## config.mk

```make
export PLATFORM = sky130hd
export DESIGN_NAME = midi_msg_parser
export DESIGN_NICKNAME = d
export VERILOG_FILES = /design/src/rtl/midi_pkg.sv /design/src/rtl/midi_byte_classify.sv /design/src/rtl/midi_msg_parser.sv
export SDC_FILE = /design/constraint.sdc
export NUM_CORES = 1
export LEC_CHECK = 0
export ABC_CLOCK_PERIOD_IN_PS = 2050
export BUFFER_PORTS_ARGS = -buffer_cell sky130_fd_sc_hd__buf_2
export CORE_MARGIN = 5
export CORE_UTILIZATION = 56
export CTS_BUF_LIST = sky130_fd_sc_hd__clkbuf_4
export CTS_CLUSTER_SIZE = 24
export DETAILED_ROUTE_END_ITERATION = 12
export PLACE_DENSITY = 0.8
export SLEW_MARGIN = 20
export SYNTH_ARGS = -nofsm -noshare
export SYNTH_HDL_FRONTEND = slang
export SYNTH_SLANG_ARGS = --single-unit
```

## constraint.sdc

```tcl
create_clock -name clk -period 2.05 [get_ports clk]
set_input_delay 0.205 -clock clk [delete_from_list [all_inputs] [get_ports clk]]
set_output_delay 0.205 -clock clk [all_outputs]
set_load 0.02 [all_outputs]
```

## src/rtl/midi_pkg.sv

```systemverilog
// Shared types and byte-class constants for the MIDI channel-voice message parser.
package midi_pkg;

  typedef enum logic [2:0] {
    NOTE_OFF = 3'd0,
    NOTE_ON  = 3'd1,
    POLY_AT  = 3'd2,
    CC       = 3'd3,
    PROG     = 3'd4,
    CHAN_AT  = 3'd5,
    PITCH    = 3'd6
  } msg_type_t;

  typedef enum logic [1:0] {
    NO_STATUS = 2'd0,
    WAIT_D1   = 2'd1,
    WAIT_D2   = 2'd2,
    SYSEX     = 2'd3
  } parser_state_t;

  localparam logic [7:0] STATUS_MIN  = 8'h80;
  localparam logic [7:0] SYSEX_START = 8'hF0;
  localparam logic [7:0] SYSEX_END   = 8'hF7;
  localparam logic [7:0] RT_MIN      = 8'hF8;

  // Program change and channel aftertouch carry a single data byte.
  function automatic logic [1:0] data_byte_count(input logic [3:0] status_nib);
    return (status_nib == 4'hC || status_nib == 4'hD) ? 2'd1 : 2'd2;
  endfunction

endpackage

```

## src/rtl/midi_byte_classify.sv

```systemverilog
// Combinational classification of one raw MIDI byte into its protocol class.
module midi_byte_classify
  import midi_pkg::*;
(
  input  logic [7:0] byte_in,
  output logic       is_data,
  output logic       is_chan_status,
  output logic       is_sysex_start,
  output logic       is_sysex_end,
  output logic       is_sys_common,
  output logic       is_realtime
);

  assign is_data        = (byte_in < STATUS_MIN);
  assign is_chan_status = (byte_in >= STATUS_MIN) && (byte_in < SYSEX_START);
  assign is_sysex_start = (byte_in == SYSEX_START);
  assign is_sysex_end   = (byte_in == SYSEX_END);
  assign is_sys_common  = (byte_in > SYSEX_START) && (byte_in < SYSEX_END);
  assign is_realtime    = (byte_in >= RT_MIN);

endmodule

```

## src/rtl/midi_msg_parser.sv

```systemverilog
// Assembles channel-voice messages (with running status) from a FIFO byte stream.
// Optional MIDI_VEL0_NOTE_OFF_EN: report NOTE_ON with velocity 0 as NOTE_OFF.
module midi_msg_parser
  import midi_pkg::*;
#(
  parameter int DROP_CNT_W = 8
) (
  input  logic                  clk,
  input  logic                  reset,
  input  logic [7:0]            fifo_dout,
  input  logic                  fifo_empty,
  output logic                  fifo_rd_en,
  output logic                  msg_valid,
  input  logic                  msg_ready,
  output msg_type_t             msg_type,
  output logic [3:0]            msg_chan,
  output logic [6:0]            msg_data1,
  output logic [6:0]            msg_data2,
  output logic [DROP_CNT_W-1:0] drop_cnt
);

  parser_state_t state_q, state_d;
  logic          rd_pending;
  logic [3:0]    stat_hi_q;
  logic [3:0]    chan_q;
  logic [6:0]    d1_q;

  logic          is_data, is_chan_status, is_sysex_start;
  logic          is_sysex_end, is_sys_common, is_realtime;

  logic          latch_status, latch_d1, emit, count_drop;
  msg_type_t     emit_type;
  logic [6:0]    emit_d1, emit_d2;

  midi_byte_classify u_classify (
    .byte_in        (fifo_dout),
    .is_data        (is_data),
    .is_chan_status (is_chan_status),
    .is_sysex_start (is_sysex_start),
    .is_sysex_end   (is_sysex_end),
    .is_sys_common  (is_sys_common),
    .is_realtime    (is_realtime)
  );

  // A held record blocks popping so backpressure parks bytes in the FIFO.
  assign fifo_rd_en = !reset && !fifo_empty && !rd_pending && !(msg_valid && !msg_ready);

  always_ff @(posedge clk) begin
    if (reset) state_q <= NO_STATUS;
    else       state_q <= state_d;
  end

  always_comb begin
    state_d      = state_q;
    latch_status = 1'b0;
    latch_d1     = 1'b0;
    emit         = 1'b0;
    count_drop   = 1'b0;
    emit_d1      = d1_q;
    emit_d2      = fifo_dout[6:0];
    emit_type    = msg_type_t'(stat_hi_q[2:0]);

    if (rd_pending) begin
      if (is_realtime) begin
        state_d = state_q;
      end else if (is_chan_status) begin
        latch_status = 1'b1;
        state_d      = WAIT_D1;
      end else if (is_sysex_start) begin
        state_d = SYSEX;
      end else if (is_sys_common || is_sysex_end) begin
        state_d = NO_STATUS;
      end else if (is_data) begin
        case (state_q)
          NO_STATUS: count_drop = 1'b1;
          WAIT_D1: begin
            if (data_byte_count(stat_hi_q) == 2'd1) begin
              emit    = 1'b1;
              emit_d1 = fifo_dout[6:0];
              emit_d2 = 7'd0;
            end else begin
              latch_d1 = 1'b1;
              state_d  = WAIT_D2;
            end
          end
          WAIT_D2: begin
            emit    = 1'b1;
            state_d = WAIT_D1;
          end
          SYSEX:   state_d = SYSEX;
          default: state_d = NO_STATUS;
        endcase
      end
    end

`ifdef MIDI_VEL0_NOTE_OFF_EN
    if (emit_type == NOTE_ON && emit_d2 == 7'd0) emit_type = NOTE_OFF;
`endif
  end

  always_ff @(posedge clk) begin
    if (reset) begin
      rd_pending <= 1'b0;
      stat_hi_q  <= '0;
      chan_q     <= '0;
      d1_q       <= '0;
      msg_valid  <= 1'b0;
      msg_type   <= NOTE_OFF;
      msg_chan   <= '0;
      msg_data1  <= '0;
      msg_data2  <= '0;
      drop_cnt   <= '0;
    end else begin
      rd_pending <= fifo_rd_en;
      if (latch_status) begin
        stat_hi_q <= fifo_dout[7:4];
        chan_q    <= fifo_dout[3:0];
      end
      if (latch_d1) d1_q <= fifo_dout[6:0];
      if (count_drop && drop_cnt != '1) drop_cnt <= drop_cnt + 1'b1;
      if (emit) begin
        msg_valid <= 1'b1;
        msg_type  <= emit_type;
        msg_chan  <= chan_q;
        msg_data1 <= emit_d1;
        msg_data2 <= emit_d2;
      end else if (msg_ready) begin
        msg_valid <= 1'b0;
      end
    end
  end

endmodule
```

==> impl_metrics.tcl, run 1 <==
set metrics [dict create \
    dr.pass1.iters 4 \
    place.port_buffers 42 \
    relSlewSlack_pct 67.00 \
    required_ns 2.35 \
    p_leak_nw 0.8958 \
    fillers 318 \
    fmax_ghz 0.5108 \
    switching_share_pct 24.48 \
    grt_use_total_pct 17.98 \
    rows 22 \
    drt_iter0_markers 153 \
    gp_congestion 0.8493 \
    maxCapViolCount 0 \
    hold_path_class "input port to flop" \
    dp_cells 316 \
    grt_pass1_vias 1599 \
    finalSetupViolCount 0 \
    area_delta_synth_final_pct 15.13 \
    htree_levels 2 \
    power_switching_uw 363.4 \
    grt_pass1_wl_microns 7376 \
    via_count 1798 \
    wl_per_cell_microns 13.72 \
    worst-path-buf-inv 1 \
    drive_above_1_share_pct 20.94 \
    startpoint_type "flop" \
    final.period_utilization_pct 95.49 \
    initial_core_util_pct 57.32 \
    clockBufferDepth 2 \
    peakVddDrop_mv 0.4626 \
    stdcell_count 325 \
    antenna_found_initial 0 \
    fin_crit_ns 1.958 \
    cts_tree "yes" \
    syn_nets 255 \
    finalHoldViolations 0 \
    hpwl_microns 3118 \
    power_mw 1.485 \
    ys_seq_elements 48 \
    synth_area_sq_um 2067 \
    crit_arrival_ns 2.25 \
    coreArea_sq_um 3606 \
    critPathCaptureType "flop" \
    worst_slack_ns 0.09248 \
    status "finished, final reports clean" \
    cts_setup_buffers 0 \
    cts_sinks 48 \
    syn_avg_cell_area_sq_um 8.721 \
    post-route-util_pct 66.00 \
    yosys_warnings 0 \
    crit_fanout 13 \
    wirelength_microns 4459 \
    dieArea_sq_um 5006 \
    p_seq_share_pct 64.1 \
    insertion_delay_ns 0.35 \
    power_density_nw_per_um2 623.9 \
    grt_overflow 0 \
    chipHeight_microns 70.76 \
    clkPwrFrac_pct 29.6 \
    rsz0062_at_grt "no" \
    diodes 0 \
    slowest_delay_ns 0.50 \
    slew_viol_final 0 \
    cts_resized 0 \
    place_ws_ns 0.1210 \
    synthesis.instances 237 \
    ff2ff_setup_slack_ns 0.09 \
    tightest_slew_ns 0.4938 \
    power.internal_mw 1.121 \
    ios 43 \
    fin_skew_ns 0.007115 \
    combPwrFrac_pct 6.3 \
    nNetsFinal 294 \
    yosysSeqAreaShare_pct 46.49 \
    clk_pin_slew_ns 0.14 \
    routed_via_density 5.532 \
    slowest_stage "or4b_4" \
    synth_cell_types 37 \
    fin_setup_tns_ns 0 \
    drc_errors 0 \
    die_x_microns 70.76 \
    drtAntennaViolNets 0 \
    grt_max_degree 35 \
    ctsRootBufferMaster "clkbuf_4" \
    crit_path_cell_trace "inv_1 -> ha_1 -> and4b_4 -> or4b_4 -> a211o_1 -> a21oi_2" \
    cts_inserted_buffers 5 \
    cp_top_family "simple AND/OR/NAND/NOR gates" \
    worstSetupPathType "flop to flop" \
]
-- per-layer routing --
metal	share of wire (%)	vias to the layer above	track usage, %	routed length, microns
met5	0	-	0	0
met4	0.94	0	5.010	42
met3	5.8	6	3.551	257
met2	46	50	28.84	2072
met1	47	822	24.69	2088
li1	-	920	-	-
-- tightest hold or removal path, cell delays in order --
cell and delay [ns]:
buf_2 0.13, nand3_1 0.06, a21oi_1 0.06
-- synth_stat cells --
library cell  instances  area share [%]
nand2_1              34             6.2
nand2b_1              1            0.30
or3_1                 2            0.61
o21ai_0               2            0.48
a41oi_1               1            0.42
and3_1                1            0.30
nor4b_1               1            0.42
a21oi_1              21             5.1
and4b_4               1            0.67
o221ai_1              1            0.42
inv_1                 4            0.73
or4_1                 2            0.73
xnor2_1               2            0.85
mux2i_1              14             6.8
a211o_1               1            0.42
o31ai_1               2            0.73
a41o_2                1            0.54
nor2b_1               2            0.61
a211oi_1              2            0.73
and4_4                1            0.54
a21oi_2               1            0.42
nor4bb_1              1            0.48
or4b_4                1            0.67
nor2_1               27             4.9
ha_1                  6             3.6
nand3_1              21             5.1
buf_2                 8             1.9
and2_1                1            0.30
a311oi_1              8             3.4
dfxtp_1              48              46
nor4_1                2            0.61
clkbuf_1              7             1.3
nand3b_1              1            0.36
nor3_1                4            0.97
nand4_1               2            0.61
o211a_1               2            0.97
o211ai_1              1            0.36
-- power by group through the flow --
stage,registers [mW],clock network (mW),logic [mW]
2_1_floorplan,0.972,0,0.0550
3_3_place_gp,0.972,0,0.0905
3_5_place_dp,0.972,0,0.0920
4_1_cts,0.952,0.445,0.0929
5_1_grt,0.955,0.488,0.104
6_report,0.952,0.439,0.0940
-- state kept, by name, summed over array words and instances, names as in the netlist, 3 cells and up --
register	cells
drop_cnt	8
d1_q	7
msg_data1	7
msg_data2	7
chan_q	4
msg_chan	4
stat_hi_q	4
msg_type	3
-- final timing paths --
check	startpoint	end	cells past startpoint
max reg2reg	state_q[1]	state_q[0]	6
min	fifo_dout[2]	msg_data2[2]	3
max	state_q[1]	state_q[0]	6
min reg2reg	msg_type[2]	msg_type[2]	2
-- metrics by stage --
| step | area, sq um | hold slack, ns |
|---|---|---|
| 5_1_grt | 2380 | 0.1455 |
| 3_3_place_gp | 2313 | 0.3875 |
| 6_report | 2380 | 0.1327 |
| 3_5_place_dp | 2313 | 0.3903 |
| 4_1_cts | 2370 | 0.01158 |
| 2_1_floorplan | 2067 | 0.2837 |
-- placed cells by master (no fill, tap or decap), types with 2 or more instances in the layout --
cell | Yosys | final
a21oi_1 | 21 | 21
xnor2_1 | 2 | 2
a211oi_1 | 2 | 2
nor2b_1 | 2 | 2
dfxtp_1 | 48 | 48
nor3_1 | 4 | 4
ha_1 | 6 | 6
nand4_1 | 2 | 2
nand2_1 | 34 | 34
nor4_1 | 2 | 2
buf_4 | 0 | 3
or4_1 | 2 | 2
mux2i_1 | 14 | 14
clkbuf_4 | 0 | 6
buf_2 | 8 | 42
or3_1 | 2 | 2
inv_1 | 4 | 4
a311oi_1 | 8 | 8
nand3_1 | 21 | 21
o211a_1 | 2 | 2
o31ai_1 | 2 | 2
nor2_1 | 27 | 27
o21ai_0 | 2 | 2
-- layout make-up --
| type | count | area, sq um | share of cell area, % |
|---|---|---|---|
| flip-flops and latches | 48 | 960.9 | 40.38 |
| clock inverters | 2 | 11.26 | 0.4732 |
| repair buffers | 47 | 262.8 | 11.04 |
| well taps | 48 | 60.06 | 2.524 |
| clock buffers | 6 | 45.04 | 1.893 |
| multi-input cells | 170 | 1025 | 43.06 |
| inverters | 4 | 15.01 | 0.6309 |
-- repair_timing --
action / CTS / global route
hold buffers: 0 / 1
endpoints found under the hold margin: 0 / 1
setup endpoints to repair: 0 / 0
-- cell families after synthesis --
family / Yosys count / synth area share [%]
simple gates: 105 / 24.33
flops: 48 / 46.49
compound gates: 43 / 13.98
buf+inv: 19 / 3.935
mux: 14 / 6.779
fa+ha+maj: 6 / 3.632
xor+xnor: 2 / 0.8476
No activity file was read; power rests on OpenSTA's default activity.
==> inputs of run 2 (changes only) <==
- CAP_MARGIN: unset -> 0
- CTS_CLUSTER_SIZE: 24 -> 12
- RECOVER_POWER: unset -> 25
==> impl_metrics.tcl, run 2 (synthesis results as in run 1) <==
set metrics [dict create \
    status "finished, final reports clean" \
    design_area_sq_um 2357 \
    ctsRootBufferMaster "clkbuf_4" \
    crit_fanout 13 \
    combPwrFrac_pct 6.4 \
    crit_arrival_ns 2.24 \
    insertion_delay_ns 0.35 \
    layout_commonest_cell "dfxtp_1" \
    die_x_microns 70.76 \
    critPathCaptureType "flop" \
    fmax_ghz 0.5128 \
    cts_inserted_buffers 5 \
    fin_skew_ns 0.007947 \
    worstSetupPathType "flop to flop" \
    drive_above_1_share_pct 14.44 \
    drc_errors 0 \
    cts_setup_buffers 0 \
    p_seq_share_pct 64.2 \
    wl_per_cell_microns 13.69 \
    dieArea_sq_um 5006 \
    grt_pass1_wl_microns 7376 \
    grt_use_total_pct 17.98 \
    chipHeight_microns 70.76 \
    dr.pass1.iters 5 \
    nNetsFinal 294 \
    routed_via_density 5.535 \
    wirelength_microns 4448 \
    fillers 333 \
    fin_crit_ns 1.950 \
    gp_congestion 0.8493 \
    final.period_utilization_pct 95.13 \
    switching_share_pct 24.35 \
    required_ns 2.34 \
    grt_overflow 0 \
    maxCapViolCount 0 \
    cts_sinks 48 \
    grt_pass1_vias 1599 \
    htree_levels 2 \
    clk_pin_slew_ns 0.14 \
    area_delta_synth_final_pct 14.04 \
    initial_core_util_pct 57.32 \
    drt_iter0_markers 155 \
    clockBufferDepth 2 \
    hpwl_microns 3118 \
    p_leak_nw 0.8163 \
    slew_viol_final 0 \
    tightest_slew_ns 0.4908 \
    power_density_nw_per_um2 628.9 \
    relSlewSlack_pct 67.20 \
    cts_tree "yes" \
    rsz0062_at_grt "no" \
    final_cell_mix "dfxtp_1 (48), nand2_1 (34), nor2_1 (27)" \
    clkPwrFrac_pct 29.4 \
    fin_setup_tns_ns 0 \
    top_register "drop_cnt" \
    placed_area_sq_um 2313 \
    ios 43 \
    largest_reg_flops 8 \
    power_switching_uw 361.0 \
    finalSetupViolCount 0 \
    rows 22 \
    startpoint_type "flop" \
    diodes 0 \
    place.port_buffers 42 \
    grt_max_degree 35 \
    hold_path_class "input port to flop" \
    via_count 1799 \
    coreArea_sq_um 3606 \
    antenna_found_initial 0 \
    finalHoldViolations 0 \
    power.internal_mw 1.121 \
    peakVddDrop_mv 0.4591 \
    drtAntennaViolNets 0 \
]
[run 2: cell count changes in the layout (fill, tap and decap cells not counted)]
cell,delta
clkbuf_1,+18
buf_2,-18
[run 2: final cells by class]
cell class	count	area, sq um	area share [%]
Multi-Input combinational cell	170	1025	43.47
Sequential cell	48	960.9	40.76
Timing Repair Buffer	47	240.2	10.19
Tap cell	48	60.06	2.548
Clock buffer	6	45.04	1.911
Inverter	4	15.01	0.6369
Clock inverter	2	11.26	0.4777
[run 2: power groups by stage]
stage	registers [mW]	clock network, mW	logic (mW)
floorplan	0.972	0	0.0550
global placement	0.972	0	0.0905
detailed placement	0.972	0	0.0920
CTS	0.952	0.445	0.0929
global route	0.955	0.488	0.104
finish	0.952	0.436	0.0942
[run 2: worst max-delay path, stage by stage, from the launching register on]
cell and delay, ns:
dfxtp_1 0.42, inv_1 0.08, ha_1 0.21, and4b_4 0.27, or4b_4 0.50, a211o_1 0.29
a21oi_2 0.13
[run 2: metal layers]
layer  track usage, %  share of wire (%)
met2            28.84                 46
met3            3.551                6.3
met4            5.010               0.88
met1            24.69                 47
met5                0                  0
[run 2: final timing paths]
check | start | endpoint | slack (ns) | depth (start not counted)
setup / recovery | state_q[1] | state_q[0] | 0.1 | 6
hold / removal | fifo_dout[2] | msg_data2[2] | 0.14 | 3
setup reg to reg | state_q[1] | state_q[0] | 0.1 | 6
hold reg to reg | msg_type[2] | msg_type[2] | 0.46 | 2
[run 2: per-stage QoR]
step	cells	total power, mW	utilization [%]	setup WS [ns]	hold slack, ns
after global placement	316	1.063	64.16	0.1737	0.3875
after CTS	324	1.490	65.72	0.09067	0.01158
after floorplan	237	1.027	-	0.2689	0.2837
final	325	1.482	65.37	0.09993	0.1382
after detailed placement	316	1.064	64.16	0.1210	0.3903
after global routing	325	1.546	65.37	0.02126	0.1455
[run 2: timing repair]
item                                   in CTS  in global routing
endpoints found under the hold margin       0                  1
hold buffers                                0                  1
gates resized for setup                     0                  0
